File: src/rtl/dice_result_mapper_pkg.sv
// Shared types and constants for the dice result mapper and its helpers.
package dice_result_mapper_pkg;

  // Number of distinct values a 7-bit SIPO sample can take.
  localparam int SAMPLE_RANGE = 128;
  // Smallest and largest die sizes that produce a meaningful roll.
  localparam int MIN_SIDES    = 2;
  localparam int MAX_SIDES    = 100;

  typedef enum logic [2:0] {
    IDLE,
    SETUP,
    REQ,
    WAIT,
    MOD,
    DONE,
    ERR
  } state_t;

endpackage

File: src/rtl/dice_result_mapper_seq_mod.sv
// Iterative "acc mod divisor" unit: load a value, then subtract the divisor
// once per enabled cycle until the remainder drops below the divisor.
module seq_mod_subtractor #(
  parameter int ACC_W = 8
) (
  input  logic             clk,
  input  logic             rst_n,
  input  logic             i_start,
  input  logic [ACC_W-1:0] i_acc,
  input  logic [ACC_W-1:0] i_divisor,
  input  logic             i_run,
  output logic             o_done,
  output logic [ACC_W-1:0] o_rem
);

  logic [ACC_W-1:0] r_acc;

  assign o_done = (r_acc < i_divisor);
  assign o_rem  = r_acc;

  // Load on start, otherwise peel off one divisor per running cycle.
  always_ff @(posedge clk or negedge rst_n) begin
    if (!rst_n) begin
      r_acc <= '0;
    end else if (i_start) begin
      r_acc <= i_acc;
    end else if (i_run && !o_done) begin
      r_acc <= r_acc - i_divisor;
    end
  end

endmodule

File: src/rtl/dice_result_mapper.sv
// Turns a SIPO random sample into an unbiased die face 1..sides. The largest
// multiple of sides that fits in the sample range is found first (SETUP),
// samples at or above it are rejected, and the accepted sample is reduced
// modulo sides by repeated subtraction (MOD).
module dice_result_mapper #(
  parameter int DATA_W    = 7,
  parameter int MAX_SIDES = dice_result_mapper_pkg::MAX_SIDES,
  parameter int MAX_RETRY = 8,
  parameter int TIMEOUT   = 32
) (
  input  logic              clk,
  input  logic              reset_n,
  input  logic              i_roll,
  input  logic [DATA_W-1:0] i_sides,
  input  logic [DATA_W-1:0] i_sample,
  input  logic              i_sample_valid,
  output logic              o_sample_req,
  output logic [DATA_W-1:0] o_result,
  output logic              o_result_valid,
  output logic              o_busy,
  output logic              o_error
);

  import dice_result_mapper_pkg::*;

  // One extra bit so the full sample range (128) is representable.
  localparam int ACC_W   = DATA_W + 1;
  localparam int RETRY_W = $clog2(MAX_RETRY + 1);
  localparam int TMO_W   = $clog2(TIMEOUT + 1);

  localparam logic [ACC_W-1:0]   L_RANGE     = ACC_W'(SAMPLE_RANGE);
  localparam logic [DATA_W-1:0]  L_MIN_SIDES = DATA_W'(MIN_SIDES);
  localparam logic [DATA_W-1:0]  L_MAX_SIDES = DATA_W'(MAX_SIDES);
  localparam logic [RETRY_W-1:0] L_RETRY_END = RETRY_W'(MAX_RETRY - 1);
  localparam logic [TMO_W-1:0]   L_TMO_END   = TMO_W'(TIMEOUT - 1);

  state_t              r_state;
  state_t              w_next;
  logic [DATA_W-1:0]   r_sides;
  logic [ACC_W-1:0]    r_limit;
  logic [RETRY_W-1:0]  r_retry;
  logic [TMO_W-1:0]    r_tmo;

  logic [DATA_W-1:0]   r_result;
  logic                r_sample_req;
  logic                r_result_valid;
  logic                r_busy;
  logic                r_error;

  logic                w_sides_ok;
  logic [ACC_W-1:0]    w_sample_ext;
  logic                w_accept;
  logic                w_retry_last;
  logic                w_tmo_last;
  logic                w_sub_start;
  logic [ACC_W-1:0]    w_sub_acc;
  logic                w_sub_run;
  logic                w_sub_done;
  logic [ACC_W-1:0]    w_sub_rem;

  assign w_sides_ok   = (i_sides >= L_MIN_SIDES) && (i_sides <= L_MAX_SIDES);
  assign w_sample_ext = {1'b0, i_sample};
  assign w_accept     = i_sample_valid && (w_sample_ext < r_limit);
  assign w_retry_last = (r_retry == L_RETRY_END);
  assign w_tmo_last   = (r_tmo == L_TMO_END);

  // The subtractor is shared: IDLE seeds it with the range for SETUP,
  // an accepted sample in WAIT seeds it for MOD.
  assign w_sub_start = ((r_state == IDLE) && i_roll && w_sides_ok) ||
                       ((r_state == WAIT) && w_accept);
  assign w_sub_acc   = (r_state == WAIT) ? w_sample_ext : L_RANGE;
  assign w_sub_run   = (r_state == SETUP) || (r_state == MOD);

  seq_mod_subtractor #(
    .ACC_W (ACC_W)
  ) u_mod (
    .clk       (clk),
    .rst_n     (reset_n),
    .i_start   (w_sub_start),
    .i_acc     (w_sub_acc),
    .i_divisor ({1'b0, r_sides}),
    .i_run     (w_sub_run),
    .o_done    (w_sub_done),
    .o_rem     (w_sub_rem)
  );

  // State register.
  always_ff @(posedge clk or negedge reset_n) begin
    if (!reset_n) r_state <= IDLE;
    else          r_state <= w_next;
  end

  // Next-state logic; a valid sample takes priority over the timeout.
  always_comb begin
    w_next = r_state;
    case (r_state)
      IDLE:    if (i_roll) w_next = w_sides_ok ? SETUP : ERR;
      SETUP:   if (w_sub_done) w_next = REQ;
      REQ:     w_next = WAIT;
      WAIT: begin
        if (i_sample_valid) begin
          if (w_accept)          w_next = MOD;
          else if (w_retry_last) w_next = ERR;
          else                   w_next = REQ;
        end else if (w_tmo_last) begin
          w_next = ERR;
        end
      end
      MOD:     if (w_sub_done) w_next = DONE;
      DONE:    w_next = IDLE;
      ERR:     w_next = IDLE;
      default: w_next = IDLE;
    endcase
  end

  // Roll context: latched die size, rejection limit, retry and timeout counts.
  always_ff @(posedge clk or negedge reset_n) begin
    if (!reset_n) begin
      r_sides <= '0;
      r_limit <= '0;
      r_retry <= '0;
      r_tmo   <= '0;
    end else begin
      case (r_state)
        IDLE: begin
          if (i_roll) begin
            r_sides <= i_sides;
            r_retry <= '0;
          end
        end
        SETUP:   if (w_sub_done) r_limit <= L_RANGE - w_sub_rem;
        REQ:     r_tmo <= '0;
        WAIT: begin
          r_tmo <= r_tmo + 1'b1;
          if (i_sample_valid && !w_accept) r_retry <= r_retry + 1'b1;
        end
        default: ;
      endcase
    end
  end

  // Registered outputs decoded from the state being entered, so each pulse
  // lines up exactly with its state and reset drops them all at once.
  always_ff @(posedge clk or negedge reset_n) begin
    if (!reset_n) begin
      r_busy         <= 1'b0;
      r_sample_req   <= 1'b0;
      r_result_valid <= 1'b0;
      r_error        <= 1'b0;
      r_result       <= '0;
    end else begin
      r_busy         <= (w_next != IDLE);
      r_sample_req   <= (w_next == REQ);
      r_result_valid <= (w_next == DONE);
      r_error        <= (w_next == ERR);
      if ((r_state == MOD) && w_sub_done) r_result <= w_sub_rem[DATA_W-1:0] + 1'b1;
    end
  end

  assign o_busy         = r_busy;
  assign o_sample_req   = r_sample_req;
  assign o_result_valid = r_result_valid;
  assign o_error        = r_error;
  assign o_result       = r_result;

endmodule

File: config.mk
export PLATFORM = sky130hd
export DESIGN_NAME = dice_result_mapper
export DESIGN_NICKNAME = d
export VERILOG_FILES = /design/src/rtl/dice_result_mapper_pkg.sv /design/src/rtl/dice_result_mapper_seq_mod.sv /design/src/rtl/dice_result_mapper.sv
export SDC_FILE = /design/constraint.sdc
export NUM_CORES = 1
export LEC_CHECK = 0
export ABC_AREA = 1
export BUFFER_PORTS_ARGS = -buffer_cell sky130_fd_sc_hd__buf_2
export CORE_MARGIN = 5
export CORE_UTILIZATION = 51
export CTS_BUF_LIST = sky130_fd_sc_hd__clkbuf_2 sky130_fd_sc_hd__clkbuf_4 sky130_fd_sc_hd__clkbuf_8
export DETAILED_ROUTE_END_ITERATION = 7
export HOLD_SLACK_MARGIN = 0.12
export PLACE_DENSITY = 0.77
export SKIP_LAST_GASP = 1
export SYNTH_ARGS = -nofsm -noshare
export SYNTH_HDL_FRONTEND = slang
export SYNTH_HIERARCHICAL = 1
export SYNTH_SLANG_ARGS = --single-unit
File: constraint.sdc
create_clock -name clk -period 2.1 [get_ports clk]
set_clock_uncertainty 0.2 [all_clocks]
set_input_delay 0.315 -clock clk [delete_from_list [all_inputs] [get_ports clk]]
set_output_delay 0.315 -clock clk [all_outputs]
set_load 0.03 [all_outputs]
==> flow_metrics.env, run 1 <==
export IMPL_final_cell_mix="nand2_1, inv_1, dfrtp_1"
export IMPL_finalSetupViolations=4
export IMPL_sw_frac_of_total_pct=45.4
export IMPL_synth_xor_area_share_pct=2.86
export IMPL_drive_above_1_share_pct=24.3
export IMPL_power_mw=5.94
export IMPL_grt_max_degree=24
export IMPL_rr_startpoint="u_mod/o_rem[0]"
export IMPL_setup_slack_ns=-0.0933
export IMPL_yosysWarnings=6
export IMPL_grt_pass1_wl_um=12000
export IMPL_clock_sinks=47
export IMPL_powerDensity_nw_per_um2=1560
export IMPL_r2r_cells=17
export IMPL_cp_depth=17
export IMPL_num_antenna_cells=0
export IMPL_worstSetupStartpoint="u_mod/o_rem[0]"
export IMPL_critical_path_arrival_ns=2.24
export IMPL_cts_made_buffers=5
export IMPL_fin_crit_ns=2.19
export IMPL_pin_count=29
export IMPL_path_clk_slew_ns=0.09
export IMPL_die_y_um=87.5
export IMPL_finalSetupTns_ns=-0.248
export IMPL_clk_path_buf_depth=2
export IMPL_final_common_cell="nand2_1"
export IMPL_cts_tree="done"
export IMPL_ys_ff_latch=47
export IMPL_path_max_fanout=3
export IMPL_r2r_setup_slack_ns=-0.09
export IMPL_multi_input_area_um2=1610
export IMPL_drv_cap=0
export IMPL_synth_cell_type_count=37
export IMPL_start_util_pct=52.1
export IMPL_comb_power_share_pct=61.5
export IMPL_critPathMaxStageDelay_ns=0.40
export IMPL_vdd_drop_max_mv=0.771
export IMPL_cp_start_kind="flip-flop"
export IMPL_fp_row_count=28
export IMPL_yosys_area_share_simple_pct=31.8
export IMPL_outcome="finished with violations"
export IMPL_hold_depth=5
export IMPL_dp_slack_ns=-0.132
export IMPL_dpl_instance_area_um2=3520
export IMPL_post_route_period_util_pct=104
export IMPL_hold_path_class="in2reg"
export IMPL_syn_area_um2=3070
export IMPL_synthAdderAreaFrac_pct=8.00
export IMPL_r2r_end="o_error"
export IMPL_crit_type="reg2reg"
export IMPL_cp_top_family="simple AND/OR/NAND/NOR gates"
export IMPL_first_pass_iters=4
export IMPL_fillers=506
export IMPL_p_sw_mw=2.69
export IMPL_viasPerCell=4.93
export IMPL_syn_area_per_cell_um2=7.44
export IMPL_synth_top_family_by_area="simple AND/OR/NAND/NOR gates"
export IMPL_whs_ns=0.156
export IMPL_path_buf_inv=5
export IMPL_die_area_um2=7660
export IMPL_fin_util_pct=64.8
export IMPL_cts_max_level=2
export IMPL_nets=522
export IMPL_wl_per_cell_um=12.3
export IMPL_drt_iter0_drc=189
export IMPL_cp_cell_sequence="inv_2 -> ha_4 -> inv_2 -> fa_2 -> nand2_2 -> nand2_2 -> nand3_4 -> nand2_4 -> inv_4 -> inv_2 -> nand2_2 -> nand3_2 -> a21oi_2 -> nand2_2 -> inv_1 -> nand2_1 -> nor2_1"
export IMPL_drv_slew=0
export IMPL_p_seq_share_pct=24.8
export IMPL_cpMaxStageDelayCell="dfrtp_1"
export IMPL_synth_mux_area_share_pct=0
export IMPL_dp_cells=539
export IMPL_dpl_hpwl_um=5330
export IMPL_grt_pass1_vias=2677
export IMPL_p_int_mw=3.24
export IMPL_cp_end_kind="flip-flop"
export IMPL_area_growth_pct=24.4
export IMPL_fp_dieW_um=87.5
export IMPL_violations="setup timing"
export IMPL_grt_overflow_total=0
export IMPL_drcViolationCount=0
export IMPL_syn_nets=449
export IMPL_final_seq_area_um2=1180
export IMPL_wl_um=6910
export IMPL_place_gp_congestion=0.896
export IMPL_rsz0062_at_grt="yes"
export IMPL_syn_inst=412
export IMPL_final_area_um2=3810
export IMPL_io_buffer_count=28
export IMPL_critPathMostFrequentCell="nand2_2"
export IMPL_cp_endpoint="o_error"
export IMPL_synth_seq_area_share_pct=38.4
export IMPL_crit_required_ns=2.14
export IMPL_power_frac_clock_pct=13.6
export IMPL_core_area_um2=5890
export IMPL_insertion_delay_ns=0.31
export IMPL_synth_compound_area_share_pct=8.41
export IMPL_p_leak_nw=2.13
export IMPL_root_buffer="clkbuf_8"
export IMPL_ant_nets=0
export IMPL_fmax_mhz=456
export IMPL_track_usage_pct=20.0
export IMPL_via_count=2765
export IMPL_finalNonFillerCells=561
export IMPL_antenna_found_initial=0
export IMPL_final_hold_viol_count=0
## layout make-up
type | count | area share, %
well taps | 75 | 2.46
clock buffers | 6 | 2.00
flip-flops and latches | 47 | 30.9
repair buffers | 72 | 13.6
clock inverters | 2 | 1.58
inverters | 74 | 7.42
multi-input cells | 285 | 42.1
## cell families after synthesis
group / after synthesis
XOR/XNOR: 10
AO/OA/AOI/OAI: 45
buffers and inverters: 80
other: 1
adder cells (fa/ha/maj): 19
AND/OR/NAND/NOR: 210
flip-flops: 47
## worst register-to-register path, stage by stage (launching register included)
cell and delay [ns]:
dfrtp_1 0.40, inv_2 0.09, ha_4 0.13, inv_2 0.04, fa_2 0.34, nand2_2 0.08
nand2_2 0.07, nand3_4 0.08, nand2_4 0.06, inv_4 0.08, inv_2 0.04, nand2_2 0.06
nand3_2 0.06, a21oi_2 0.12, nand2_2 0.08, inv_1 0.05, nand2_1 0.05, nor2_1 0.10
## how the worst min path moves through the flow
stage	end	start
3_5_place_dp	r_limit[5]	reset_n
3_3_place_gp	r_limit[5]	reset_n
5_1_grt	r_sides[6]	i_roll
6_report	r_sides[6]	i_roll
2_1_floorplan	o_busy	reset_n
4_1_cts	r_sides[6]	i_roll
## power groups by stage
stage | combinational [mW] | sequential [mW] | clock (mW)
finish | 3.65 | 1.47 | 0.809
global route | 4.15 | 1.52 | 0.858
CTS | 3.52 | 1.47 | 0.820
detailed placement | 3.39 | 1.49 | 0
global placement | 3.28 | 1.48 | 0
floorplan | 2.23 | 1.66 | 0
## sequential cells by signal, summed over array words and instances (netlist names)
register	count
r_limit	8
u_mod/o_rem	8
o_result	7
r_sides	7
r_tmo	6
r_retry	4
r_state	3
o_busy	1
o_error	1
o_result_valid	1
o_sample_req	1
## routing by layer
metal | up-vias | wire length [µm] | global-route usage, %
met4 | 0 | 176 | 7.25
met5 | - | 0 | 0
met1 | 1262 | 3040 | 25.9
li1 | 1437 | - | -
met3 | 12 | 303 | 3.39
met2 | 54 | 3390 | 33.6
## Yosys cell counts
library cell | count | share of area, %
o21ai_2 | 1 | 0.29
nand2_2 | 6 | 1.2
nor3_2 | 2 | 0.65
a21oi_2 | 2 | 0.57
inv_2 | 2 | 0.24
nor2_4 | 1 | 0.37
nand3b_1 | 1 | 0.24
and3_1 | 1 | 0.20
clkbuf_8 | 1 | 0.45
o21ai_0 | 25 | 4.1
inv_4 | 1 | 0.20
nor3_1 | 2 | 0.33
nand2_4 | 7 | 2.6
o31ai_1 | 1 | 0.24
or2_4 | 1 | 0.29
a22o_1 | 1 | 0.29
nand4_1 | 2 | 0.41
xor2_1 | 5 | 1.4
o22ai_1 | 2 | 0.41
or2_2 | 2 | 0.41
nand2_1 | 116 | 14
nand3_1 | 31 | 5.1
nor2_1 | 29 | 3.6
conb_1 | 1 | 0.12
a22oi_1 | 1 | 0.24
inv_1 | 71 | 8.7
dfrtp_1 | 47 | 38
o21ai_1 | 2 | 0.33
fa_1 | 1 | 0.65
xnor2_1 | 5 | 1.4
nor2_2 | 5 | 1.0
buf_2 | 5 | 0.82
nand3_2 | 4 | 1.3
a21oi_1 | 8 | 1.3
ha_1 | 18 | 7.3
o211ai_2 | 1 | 0.41
a21o_1 | 1 | 0.24
## what timing repair did
| item | CTS | global route |
|---|---|---|
| cloned | 0 | 0 |
| hold buffers | 8 | 0 |
| resized for setup | 3 | 11 |
| endpoints found under the hold margin | 54 | 0 |
| pin swaps | 10 | 4 |
| endpoints found under the setup margin | 20 | 28 |
| buffers inserted | 3 | 3 |
(Power assumes the default switching activity.)
==> inputs of run 2 (changes only) <==
--- a/config.mk
+++ b/config.mk
@@ -12,7 +12,7 @@
 export CTS_BUF_LIST = sky130_fd_sc_hd__clkbuf_2 sky130_fd_sc_hd__clkbuf_4 sky130_fd_sc_hd__clkbuf_8
 export DETAILED_ROUTE_END_ITERATION = 7
 export HOLD_SLACK_MARGIN = 0.12
-export PLACE_DENSITY = 0.77
+export PLACE_DENSITY = 0.78
 export SKIP_LAST_GASP = 1
 export SYNTH_ARGS = -nofsm -noshare
 export SYNTH_HDL_FRONTEND = slang
==> run 2 against run 1 <==
Compared with the run above:
- the flow still finishes with violations (setup timing)
- via count is 0.83% higher
- die area stayed put
- critical path depth stayed put
- first-iteration DRC count is 1.6% higher
- worst hold slack better by 0.012 ns
- global-route usage is 0.12 points lower
- final cell count is 0.89% lower
- clock power hardly changed
- count of clock-buffer cells in the layout stayed put
- cell area is 0.89% lower
- sequential share of layout area is 0.28 points higher
- largest cell class unchanged
==> flow_metrics.env, run 2 (synthesis gave the netlist of run 1 again) <==
export IMPL_outcome="finished with violations"
export IMPL_violations="setup timing"
export IMPL_p_sw_mw=2.71
export IMPL_crit_type="reg2reg"
export IMPL_nets=517
export IMPL_via_count=2788
export IMPL_dpl_hpwl_um=5310
export IMPL_area_growth_pct=23.3
export IMPL_power_frac_clock_pct=13.6
export IMPL_wl_um=7170
export IMPL_timing_slew_headroom_pct=65.1
export IMPL_p_leak_nw=2.10
export IMPL_fp_dieW_um=87.5
export IMPL_path_clk_slew_ns=0.09
export IMPL_grt_pass1_vias=2688
export IMPL_powerDensity_nw_per_um2=1560
export IMPL_insertion_delay_ns=0.30
export IMPL_fin_crit_ns=2.22
export IMPL_cts_made_buffers=5
export IMPL_comb_power_share_pct=61.3
export IMPL_cp_start_kind="flip-flop"
export IMPL_die_y_um=87.5
export IMPL_wl_per_cell_um=12.9
export IMPL_final_area_um2=3780
export IMPL_pin_count=29
export IMPL_ant_nets=0
export IMPL_grt_overflow_total=0
export IMPL_num_antenna_cells=0
export IMPL_hold_path_class="in2reg"
export IMPL_fp_row_count=28
export IMPL_p_int_mw=3.20
export IMPL_fmax_mhz=450
export IMPL_finalSetupViolations=12
export IMPL_antenna_found_initial=0
export IMPL_cts_tree="done"
export IMPL_cp_end_kind="flip-flop"
export IMPL_whs_ns=0.168
export IMPL_drive_above_1_share_pct=24.5
export IMPL_die_area_um2=7660
export IMPL_post_route_period_util_pct=106
export IMPL_critical_path_arrival_ns=2.26
export IMPL_path_max_fanout=3
export IMPL_drv_slew=0
export IMPL_final_common_cell="nand2_1"
export IMPL_clk_path_buf_depth=2
export IMPL_final_cell_mix="nand2_1, inv_1, dfrtp_1"
export IMPL_final_hold_viol_count=0
export IMPL_vdd_drop_max_mv=0.757
export IMPL_grt_max_degree=28
export IMPL_place_gp_congestion=0.854
export IMPL_drcViolationCount=0
export IMPL_start_util_pct=52.1
export IMPL_finalSetupTns_ns=-0.556
export IMPL_sw_frac_of_total_pct=45.8
export IMPL_io_buffer_count=28
export IMPL_setup_slack_ns=-0.123
export IMPL_drt_iter0_drc=192
export IMPL_clock_sinks=47
export IMPL_grt_pass1_wl_um=12000
export IMPL_track_usage_pct=19.9
export IMPL_cts_max_level=2
export IMPL_viasPerCell=5.01
export IMPL_core_area_um2=5890
export IMPL_first_pass_iters=4
export IMPL_rsz0062_at_grt="yes"
export IMPL_tightest_slew_ns=0.524
export IMPL_crit_required_ns=2.14
export IMPL_drv_cap=0
export IMPL_p_seq_share_pct=25.1
export IMPL_root_buffer="clkbuf_8"
export IMPL_dpl_instance_area_um2=3490
## run 2: path summary, 6_finish.rpt
check / startpoint / slack (ns) / cells past startpoint / to
max: u_mod/o_rem[0] / -0.12 / 17 / o_error
min: i_roll / 0.17 / 5 / r_sides[3]
max reg2reg: u_mod/o_rem[0] / -0.12 / 17 / o_error
min reg2reg: r_sides[3] / 0.28 / 2 / r_sides[3]
max in group asynchronous: reset_n / 0.87 / 3 / o_error
min in group asynchronous: reset_n / 0.31 / 2 / u_mod/o_rem[2]
## run 2: routing by layer
| metal | vias up | track usage, % | share of wire [%] | wire length [µm] |
|---|---|---|---|---|
| met2 | 72 | 34.1 | 49 | 3520 |
| met1 | 1288 | 25.1 | 44 | 3160 |
| met4 | 0 | 6.42 | 1.8 | 127 |
| li1 | 1414 | - | - | - |
| met3 | 14 | 3.95 | 4.9 | 354 |
| met5 | - | 0 | 0 | 0 |
## run 2: power by group through the flow
stage               combinational (mW)  sequential [mW]  clock [mW]
floorplan                         2.23             1.66           0
global route                      4.08             1.52       0.856
detailed placement                3.37             1.49           0
finish                            3.62             1.48       0.806
global placement                  3.26             1.48           0
CTS                               3.48             1.48       0.816
## run 2: timing repair
| item | CTS | global route |
|---|---|---|
| setup buffers | 3 | 2 |
| endpoints found under the hold margin | 27 | 0 |
| pin swaps | 3 | 2 |
| hold buffers | 8 | 0 |
| endpoints found under the setup margin | 21 | 28 |
| resized for setup | 4 | 13 |
## run 2: final cells by class
class,instances,area [µm²]
fill,513,2110
multi-input combinational,285,1620
sequential,47,1180
timing repair buffer,67,473
inverter,74,283
tap,75,93.8
clock buffer,6,76.3
clock inverter,2,60.1
## run 2: worst max-delay path: stages (launching register included)
cell     delay (ns)
dfrtp_1        0.40
inv_2          0.09
ha_4           0.12
inv_2          0.04
fa_2           0.34
nand2_2        0.08
nand2_2        0.08
nand3_4        0.08
nand2_4        0.06
inv_4          0.07
inv_2          0.04
nand2_2        0.07
nand3_2        0.06
a21oi_2        0.11
nand2_2        0.10
inv_2          0.07
nand2_2        0.06
nor2_1         0.10
## run 2: per-stage QoR
stage / power (mW) / setup WS [ns] / instances / util (%)
6_report: 5.91 / -0.123 / 556 / 64.2
5_1_grt: 6.46 / -0.290 / 556 / 64.2
4_1_cts: 5.77 / -0.0743 / 554 / 63.5
3_5_place_dp: 4.85 / -0.175 / 535 / 59.4
3_3_place_gp: 4.74 / -0.118 / 535 / 59.4
2_1_floorplan: 3.88 / -0.0424 / 412 / -
